File: config.mk
export PLATFORM = sky130hd
export DESIGN_NAME = cpr_bank
export DESIGN_NICKNAME = d
export VERILOG_FILES = /design/src/rtl/cpr_bank.sv
export SDC_FILE = /design/constraint.sdc
export NUM_CORES = 2
export LEC_CHECK = 0
export ABC_AREA = 1
export CAP_MARGIN = 20
export CORE_MARGIN = 2
export CORE_UTILIZATION = 30
export CTS_CLUSTER_DIAMETER = 80
export CTS_CLUSTER_SIZE = 40
export DETAILED_ROUTE_END_ITERATION = 8
export PLACE_DENSITY_LB_ADDON = 0.3
export SETUP_SLACK_MARGIN = 0.15
export SKIP_LAST_GASP = 1
export SYNTH_ARGS = -nofsm -noshare
export SYNTH_HDL_FRONTEND = slang
export SYNTH_SLANG_ARGS = --single-unit
File: constraint.sdc
create_clock -name clk -period 4.3 [get_ports clk]
set_input_delay 0.86 -clock clk [delete_from_list [all_inputs] [get_ports clk]]
set_output_delay 0.86 -clock clk [all_outputs]
set_load 0.01 [all_outputs]
File: src/rtl/cpr_bank.sv
// Control-processor register bank: STATUS/EPC/CAUSE/INST, interrupt mask/pending, cycle/instr/event counters.
// Optional macro CPR_EVT_OVF_EN adds a sticky event-counter overflow register at index 8+NUM_EVT.
module cpr_bank #(
  parameter int IDX_W   = 5,
  parameter int CAUSE_W = 6,
  parameter int IRQ_N   = 8,
  parameter int NUM_EVT = 4,
  parameter int CNT_W   = 64
) (
  input  logic               clk,
  input  logic               reset,
  input  logic               enable,
  input  logic               cpr_op,
  input  logic [IDX_W-1:0]   cpr_idx,
  input  logic [63:0]        cpr_wdata,
  input  logic               e_enter,
  input  logic               e_exit,
  input  logic [63:0]        n_epc,
  input  logic [31:0]        n_inst,
  input  logic [CAUSE_W-1:0] n_cause,
  input  logic               instn_grad_gr,
  input  logic [IRQ_N-1:0]   irq_in,
  input  logic [NUM_EVT-1:0] evt_in,
  output logic               irq_req,
  output logic               rvalid,
  output logic [63:0]        result
);

  localparam logic [IDX_W-1:0] IX_STATUS = IDX_W'(0);
  localparam logic [IDX_W-1:0] IX_EPC    = IDX_W'(1);
  localparam logic [IDX_W-1:0] IX_CAUSE  = IDX_W'(2);
  localparam logic [IDX_W-1:0] IX_INST   = IDX_W'(3);
  localparam logic [IDX_W-1:0] IX_IMASK  = IDX_W'(4);
  localparam logic [IDX_W-1:0] IX_IPND   = IDX_W'(5);
  localparam logic [IDX_W-1:0] IX_ICNT   = IDX_W'(6);
  localparam logic [IDX_W-1:0] IX_CC     = IDX_W'(7);
  localparam logic [IDX_W-1:0] IX_OVF    = IDX_W'(8 + NUM_EVT);

  logic               r_emode, r_ie;
  logic [63:0]        r_epc;
  logic [CAUSE_W-1:0] r_cause;
  logic [31:0]        r_inst;
  logic [IRQ_N-1:0]   r_imask, r_ipnd;
  logic [CNT_W-1:0]   r_icnt, r_cc;
  logic               r_irq_req, r_rvalid;
  logic [63:0]        r_result;

  logic                     w_wr;
  logic [IRQ_N-1:0]         w_ipnd_clr;
  logic [NUM_EVT-1:0][63:0] w_evt_rd;
  logic [NUM_EVT-1:0]       w_evt_wr;
  logic [63:0]              w_ovf_rd;
  logic                     w_ovf_pend;
  logic [63:0]              w_rdata;

  assign w_wr       = enable & cpr_op;
  assign w_ipnd_clr = (w_wr && cpr_idx == IX_IPND) ? cpr_wdata[IRQ_N-1:0] : '0;

  always_ff @(posedge clk) begin
    if (reset) begin
      r_emode <= 1'b1;
      r_ie    <= 1'b0;
    end else if (e_enter) begin
      r_emode <= 1'b1;
      r_ie    <= 1'b0;
    end else if (e_exit) begin
      r_emode <= 1'b0;
      r_ie    <= 1'b1;
    end else if (w_wr && cpr_idx == IX_STATUS) begin
      r_emode <= cpr_wdata[0];
      r_ie    <= cpr_wdata[1];
    end
  end

  always_ff @(posedge clk) begin
    if (reset) begin
      r_epc   <= '0;
      r_cause <= '0;
      r_inst  <= '0;
    end else if (e_enter) begin
      r_epc   <= n_epc;
      r_cause <= n_cause;
      r_inst  <= n_inst;
    end else if (w_wr && cpr_idx == IX_EPC) begin
      r_epc   <= cpr_wdata;
    end
  end

  // Pending bits are write-1-to-clear; a live source re-sets in the same cycle.
  always_ff @(posedge clk) begin
    if (reset) begin
      r_imask <= '0;
      r_ipnd  <= '0;
    end else begin
      r_ipnd <= (r_ipnd & ~w_ipnd_clr) | irq_in;
      if (w_wr && cpr_idx == IX_IMASK) r_imask <= cpr_wdata[IRQ_N-1:0];
    end
  end

  always_ff @(posedge clk) begin
    if (reset) begin
      r_icnt <= '0;
      r_cc   <= '0;
    end else begin
      if (w_wr && cpr_idx == IX_ICNT) r_icnt <= cpr_wdata[CNT_W-1:0];
      else if (instn_grad_gr)         r_icnt <= r_icnt + 1'b1;
      if (w_wr && cpr_idx == IX_CC)   r_cc   <= cpr_wdata[CNT_W-1:0];
      else                            r_cc   <= r_cc + 1'b1;
    end
  end

  generate
    for (genvar gi = 0; gi < NUM_EVT; gi++) begin : g_evt
      logic [CNT_W-1:0] r_cnt;
      assign w_evt_wr[gi] = w_wr && (cpr_idx == IDX_W'(8 + gi));
      always_ff @(posedge clk) begin
        if (reset)              r_cnt <= '0;
        else if (w_evt_wr[gi])  r_cnt <= cpr_wdata[CNT_W-1:0];
        else if (evt_in[gi])    r_cnt <= r_cnt + 1'b1;
      end
      assign w_evt_rd[gi] = 64'(r_cnt);
    end
  endgenerate

`ifdef CPR_EVT_OVF_EN
  // Layout: [NUM_EVT-1:0] sticky ovf (W1C), [32+NUM_EVT-1:32] per-counter mask, [63] global enable.
  logic [NUM_EVT-1:0] r_ovf, r_ovf_mask;
  logic               r_ovf_gen;
  logic [NUM_EVT-1:0] w_evt_wrap;
  logic [NUM_EVT-1:0] w_ovf_clr;

  generate
    for (genvar gi = 0; gi < NUM_EVT; gi++) begin : g_wrap
      assign w_evt_wrap[gi] = evt_in[gi] & ~w_evt_wr[gi] & (&w_evt_rd[gi][CNT_W-1:0]);
    end
  endgenerate

  assign w_ovf_clr = (w_wr && cpr_idx == IX_OVF) ? cpr_wdata[NUM_EVT-1:0] : '0;

  always_ff @(posedge clk) begin
    if (reset) begin
      r_ovf      <= '0;
      r_ovf_mask <= '0;
      r_ovf_gen  <= 1'b0;
    end else begin
      r_ovf <= (r_ovf & ~w_ovf_clr) | w_evt_wrap;
      if (w_wr && cpr_idx == IX_OVF) begin
        r_ovf_mask <= cpr_wdata[32+NUM_EVT-1:32];
        r_ovf_gen  <= cpr_wdata[63];
      end
    end
  end

  assign w_ovf_rd   = 64'(r_ovf) | (64'(r_ovf_mask) << 32) | {r_ovf_gen, 63'b0};
  assign w_ovf_pend = r_ovf_gen & (|(r_ovf & r_ovf_mask));
`else
  assign w_ovf_rd   = '0;
  assign w_ovf_pend = 1'b0;
`endif

  always_comb begin
    w_rdata = '0;
    case (cpr_idx)
      IX_STATUS: w_rdata = {62'b0, r_ie, r_emode};
      IX_EPC:    w_rdata = r_epc;
      IX_CAUSE:  w_rdata = 64'(r_cause);
      IX_INST:   w_rdata = 64'(r_inst);
      IX_IMASK:  w_rdata = 64'(r_imask);
      IX_IPND:   w_rdata = 64'(r_ipnd);
      IX_ICNT:   w_rdata = 64'(r_icnt);
      IX_CC:     w_rdata = 64'(r_cc);
      IX_OVF:    w_rdata = w_ovf_rd;
      default:   w_rdata = '0;
    endcase
    for (int k = 0; k < NUM_EVT; k++) begin
      if (cpr_idx == IDX_W'(8 + k)) w_rdata = w_evt_rd[k];
    end
  end

  // Result captures the pre-update value, so MT also returns the old contents.
  always_ff @(posedge clk) begin
    if (reset) begin
      r_result  <= '0;
      r_rvalid  <= 1'b0;
      r_irq_req <= 1'b0;
    end else begin
      r_rvalid  <= enable;
      if (enable) r_result <= w_rdata;
      r_irq_req <= ((|(r_ipnd & r_imask)) | w_ovf_pend) & r_ie & ~r_emode;
    end
  end

  assign irq_req = r_irq_req;
  assign rvalid  = r_rvalid;
  assign result  = r_result;

endmodule
## Word-level counts from Yosys, hierarchy flattened

Index checks and enable logic that the tools add are counted.

- Register bits: 570
- Output and inout port bits: 66
- Logic and storage cells: 84

- Add/sub/neg operators: 6
- Equal/unequal tests: 11
- Mux-type cells: 23
- Bitwise operators: 8
- Reduce and logical (&&, ||, !) cells: 20

Operator list:

| cell | count |
|---|---|
| $mux W64 | 17 |
| $pmux W64 S8 | 1 |
| $add A64 B1 Y64 const B | 6 |
| $eq A5 B3 Y1 const B | 4 |
| $eq A5 B4 Y1 const B | 4 |
| $and A8 B8 Y8 | 2 |
| $reduce_bool A2 Y1 | 7 |
| $eq A5 B2 Y1 const B | 2 |
| $logic_and A1 B1 Y1 | 10 |
| $mux W8 | 1 |
| $not A8 Y8 | 1 |
| $or A8 B8 Y8 | 1 |
| $reduce_or A8 Y1 | 1 |
| $eq A5 B1 Y1 const B | 1 |
| $logic_not A5 Y1 | 1 |
| $mux W1 | 4 |
| $and A1 B1 Y1 | 3 |
| $reduce_or A2 Y1 | 1 |
| $not A1 Y1 | 1 |

## Longest topological paths before layout

- Depth in word-level cells: 6
- Mapped depth: 13
- Gate-level depth less buffers: 13

## Least setup slack after synthesis

Ideal clock, no wire load.

- Path type: input to register
- Start point: in cpr_idx[1]
- End point: reg g_evt[0].r_cnt[41]
- Arrival time: 2.119 ns
- Required time: 4.172 ns
- Path slack: 2.053 ns
- Stages: 11
- Path buffers: 3
- Path through: buf_4 inv_2 nand2_1 nor2_4 nand2_4 nand2_2 inv_2 buf_4 buf_2 a21oi_1 nor2_1

- Cells in the longest elaborated chain, start to end: 3

RTL lines:

| what | line | text |
|---|---|---|
| start, declared | 14 | `input logic [IDX_W-1:0] cpr_idx,` |
| $eq A5 B4 Y1 * | 115 | `assign w_evt_wr[gi] = w_wr && (cpr_idx == IDX_W'(8 + gi));` |
| $logic_and A1 B1 Y1 * | 115 |  |
| $mux W64 or $reduce_bool A2 Y1 (tied branches) | -- |  |
| end signal, assigned | 118 | `else if (w_evt_wr[gi]) r_cnt <= cpr_wdata[CNT_W-1:0];` |
| end signal, assigned | 119 | `else if (evt_in[gi]) r_cnt <= r_cnt + 1'b1;` |
| end, declared | 114 | `logic [CNT_W-1:0] r_cnt;` |

Every way passes the cells marked *; elsewhere a longest branch is shown, timed or not.
A chain may end at the register's enable or synchronous reset.

## Worst setup path in the final report

- Start point: in cpr_idx[1]
- End point: reg r_result[59], in the netlist result[59]

- Cells in the longest elaborated chain, start to end: 6

RTL lines:

| what | line | text |
|---|---|---|
| $eq A5 B3 Y1, or another cell as far along | 163 | `case (cpr_idx)` |
| $pmux W64 S8 | 163 |  |
| $mux W64 (3 in series) | 176 | `if (cpr_idx == IDX_W'(8 + k)) w_rdata = w_evt_rd[k];` |
| $mux W64 * | 176 |  |
| end signal, assigned | 188 | `if (enable) r_result <= w_rdata;` |
| end, declared | 46 | `logic [63:0] r_result;` |

Marked as above.

==> impl_metrics.tcl <==
set metrics [dict create \
    clockBufferDepth 3 \
    grt_use_total_pct 38.8 \
    synth_top_area_share_pct 29.7 \
    hp-class "register to register" \
    fin_skew_ps 38.8 \
    grt_pass1_wl_mm 355 \
    post_cts_buffers 0 \
    cts_resized 0 \
    dr.pass1.iters 6 \
    rrSetupSlack_ps 1260 \
    fill_cells 14300 \
    clkPwrFrac_pct 44.2 \
    syn_area_per_cell_sq_um 5.80 \
    final_area_sq_mm 0.0451 \
    finalWeightedCongestion 1.05 \
    syn_inst 6612 \
    powerDensity_mw_per_mm2 280 \
    cts-buffers-inserted 52 \
    cts_root_buf "clkbuf_16" \
    power.internal_mw 8.39 \
    die_h_um 362 \
    ys_ff_latch 570 \
    avgViaCountPerCell 5.60 \
    max-vdd-ir-drop_mv 0.320 \
    synth.distinct_cells 45 \
    die_x_um 362 \
    synth_edf_count 0 \
    final_max_slew_viol_count 0 \
    row_count 131 \
    fin_setup_tns_ps 0 \
    clk_pin_slew_ps 80 \
    drtIter0Drc 6284 \
    timing.rr.end "r_cc[62]$_SDFF_PP0_" \
    worst_slew_pin_slew_ps 1270 \
    synth-main-ff-cell "dfxtp_1" \
    rsz0062_at_grt "no" \
    grt_antenna_before_repair 34 \
    drive_gt1_share_pct 4.54 \
    netSwitchingFraction_pct 33.4 \
    floorplan.initialDensity_pct 30.2 \
    cts_sinks 570 \
    comb_power_share_pct 11.9 \
    dpl_cell_area_sq_mm 0.0431 \
    end_kind "register" \
    routedWlPerCell_um 30.9 \
    critPathKind "input pin to register" \
    max_freq_mhz 301 \
    dpl.hpwl_mm 207 \
    finalSetupViolCount 0 \
    p_sw_mw 4.21 \
    cts_tree "done" \
    grt_max_degree 147 \
    arrival_ps 3880 \
    port_buffers 255 \
    syn_to_final_growth_pct 17.5 \
    required_ps 4860 \
    p_leak_nw 16.6 \
    yosys-top-cells-area "dfxtp_1 30%, nand2_1 21%, nor2_1 9.5%" \
    drc 0 \
    drt_wl_total_mm 263 \
    reg2reg_depth 12 \
    ys_seq_area_share_pct 29.7 \
    route.vias.total 47600 \
    status "completed" \
    synth-warning-count 0 \
    startpoint_type "input pin" \
    synth_top_area_cell "dfxtp_1" \
    crit_start "cpr_idx[1]" \
    crit_end "result[59]$_SDFFE_PP0P_" \
    maxSlewHeadroom_pct 15.3 \
    ant_nets 0 \
    cp_max_fo 65 \
    regToRegStartpoint "r_cc[1]$_SDFF_PP0_" \
    layout_min_cycle_time_ps 3320 \
    cap_violations 0 \
    htree_levels 2 \
    ctsHoldBuffers 0 \
    insertion_delay_ps 730 \
    die-area_sq_mm 0.131 \
    synthArstFlopShare_pct 0 \
    post-route-period-util_pct 77.3 \
    synthesis.area_sq_mm 0.0384 \
    io_pins 256 \
    grt-ovfl-total 0 \
    finalHoldViolations 0 \
    power_frac_seq_pct 43.9 \
    synth_nets 6808 \
    nNetsFinal 6973 \
    grt_pass1_vias 43300 \
    core_sq_mm 0.127 \
]
==> layout by cell type, fill, tap and decap left out, drive strengths merged, types with 98 or more instances in the layout <==
master and count:
nand3 370, nand2 2201, xor2 180, o22ai 113, clkdlybuf4s50 252, dfxtp 570
o21ai 403, buf 143, nand4 98, a21oi 406, a31oi 104, inv 689
nor2 992
==> cells by family (layout without fill, tap and decap cells) <==
kind of cell | count (synthesis) | count (layout) | synth area share [%]
fa+ha+maj | 6 | 6 | 0.196
buf+inv | 951 | 1160 | 9.80
simple gates | 3751 | 3751 | 39.4
flops | 570 | 570 | 29.7
xor+xnor | 214 | 214 | 4.88
compound gates | 1120 | 1120 | 16.0
other cells | 0 | 19 | 0
==> critical path: stages <==
cell,delay (ps)
clkdlybuf4s50_1,600
buf_4,270
nand2_2,190
nor2_4,50
buf_12,220
nand2_1,110
nand2_1,50
a21oi_1,660
nand3_1,420
o21ai_1,300
a21oi_1,90
==> Yosys cell counts, types with 2 or more instances <==
cell type and n:
and2_1 2, dfxtp_1 570, ha_1 6, or2_2 12, a211oi_1 4, xor2_1 180
nor3_2 2, nand2_2 9, inv_2 22, o21bai_1 20, xnor2_1 34, nand2_4 2
a31oi_1 104, buf_6 2, o21ai_0 365, buf_4 14, nand4_1 98, buf_2 98
nor3_1 61, inv_1 642, nand3b_1 8, a21oi_1 406, nor3b_1 4, o221ai_1 10
nor2_1 976, nor2_4 10, o22ai_1 113, clkinv_1 3, o21ai_1 38, nand3_1 369
buf_1 21, a221oi_1 4, clkbuf_1 149, nor2_2 5, o211ai_1 50, nand2_1 2190
==> power by group through the flow <==
stage	Clock (mW)	Sequential, mW	Combinational [mW]
3_3_place_gp	0	5.65	1.43
5_1_grt	5.79	5.54	1.53
6_report	5.57	5.53	1.50
3_5_place_dp	0	5.64	1.44
2_1_floorplan	0	5.58	0.545
4_1_cts	5.60	5.52	1.45
==> per-layer routing <==
metal	GRT usage, %	vias up	wire length [um]
met5	0	-	86
met4	22.6	12	16900
met3	6.87	469	23600
met2	57.3	2600	110000
met1	52.8	22900	112000
li1	-	21600	-
==> state kept, by name, indices dropped and copies added, names as in the netlist <==
| register | flops |
|---|---|
| r_cause | 6 |
| r_icnt | 64 |
| rvalid | 1 |
| r_imask | 8 |
| r_epc | 64 |
| g_evt.r_cnt | 256 |
| r_cc | 64 |
| result | 64 |
| irq_req | 1 |
| r_ipnd | 8 |
| r_inst | 32 |
| r_ie | 1 |
| r_emode | 1 |
==> through the flow <==
step	total power [mW]	hold WS (ps)	setup WS (ps)	utilization, %	std cells
6_report	12.6	474	977	35.5	8502
5_1_grt	12.9	501	847	35.4	8485
3_5_place_dp	7.09	459	365	33.9	8384
2_1_floorplan	6.12	432	2050	-	6612
3_3_place_gp	7.08	456	349	33.8	8379
4_1_cts	12.6	471	1100	35.4	8482
==> cell type report <==
class	instances	area, sq um	area share (%)
multi-input combinational	5091	23200	51.5
sequential	570	11400	25.3
timing repair buffer	395	3910	8.67
inverter	667	2520	5.58
tap	1662	2080	4.61
clock buffer	58	1380	3.05
clock inverter	40	527	1.17
antenna	19	47.5	0.105
==> worst min path at each step <==
stage,startpoint,to,slack (ps),cells past startpoint
finish,result[59]$_SDFFE_PP0P_,result[59]$_SDFFE_PP0P_,470,2
global route,result[41]$_SDFFE_PP0P_,result[41]$_SDFFE_PP0P_,500,2
CTS,result[52]$_SDFFE_PP0P_,result[52]$_SDFFE_PP0P_,470,2
detailed placement,result[52]$_SDFFE_PP0P_,result[52]$_SDFFE_PP0P_,460,2
global placement,result[40]$_SDFFE_PP0P_,result[40]$_SDFFE_PP0P_,460,2
floorplan,r_ie$_SDFFE_PP0P_,irq_req$_SDFF_PP0_,430,2
Power figures use the tool's default switching activity.
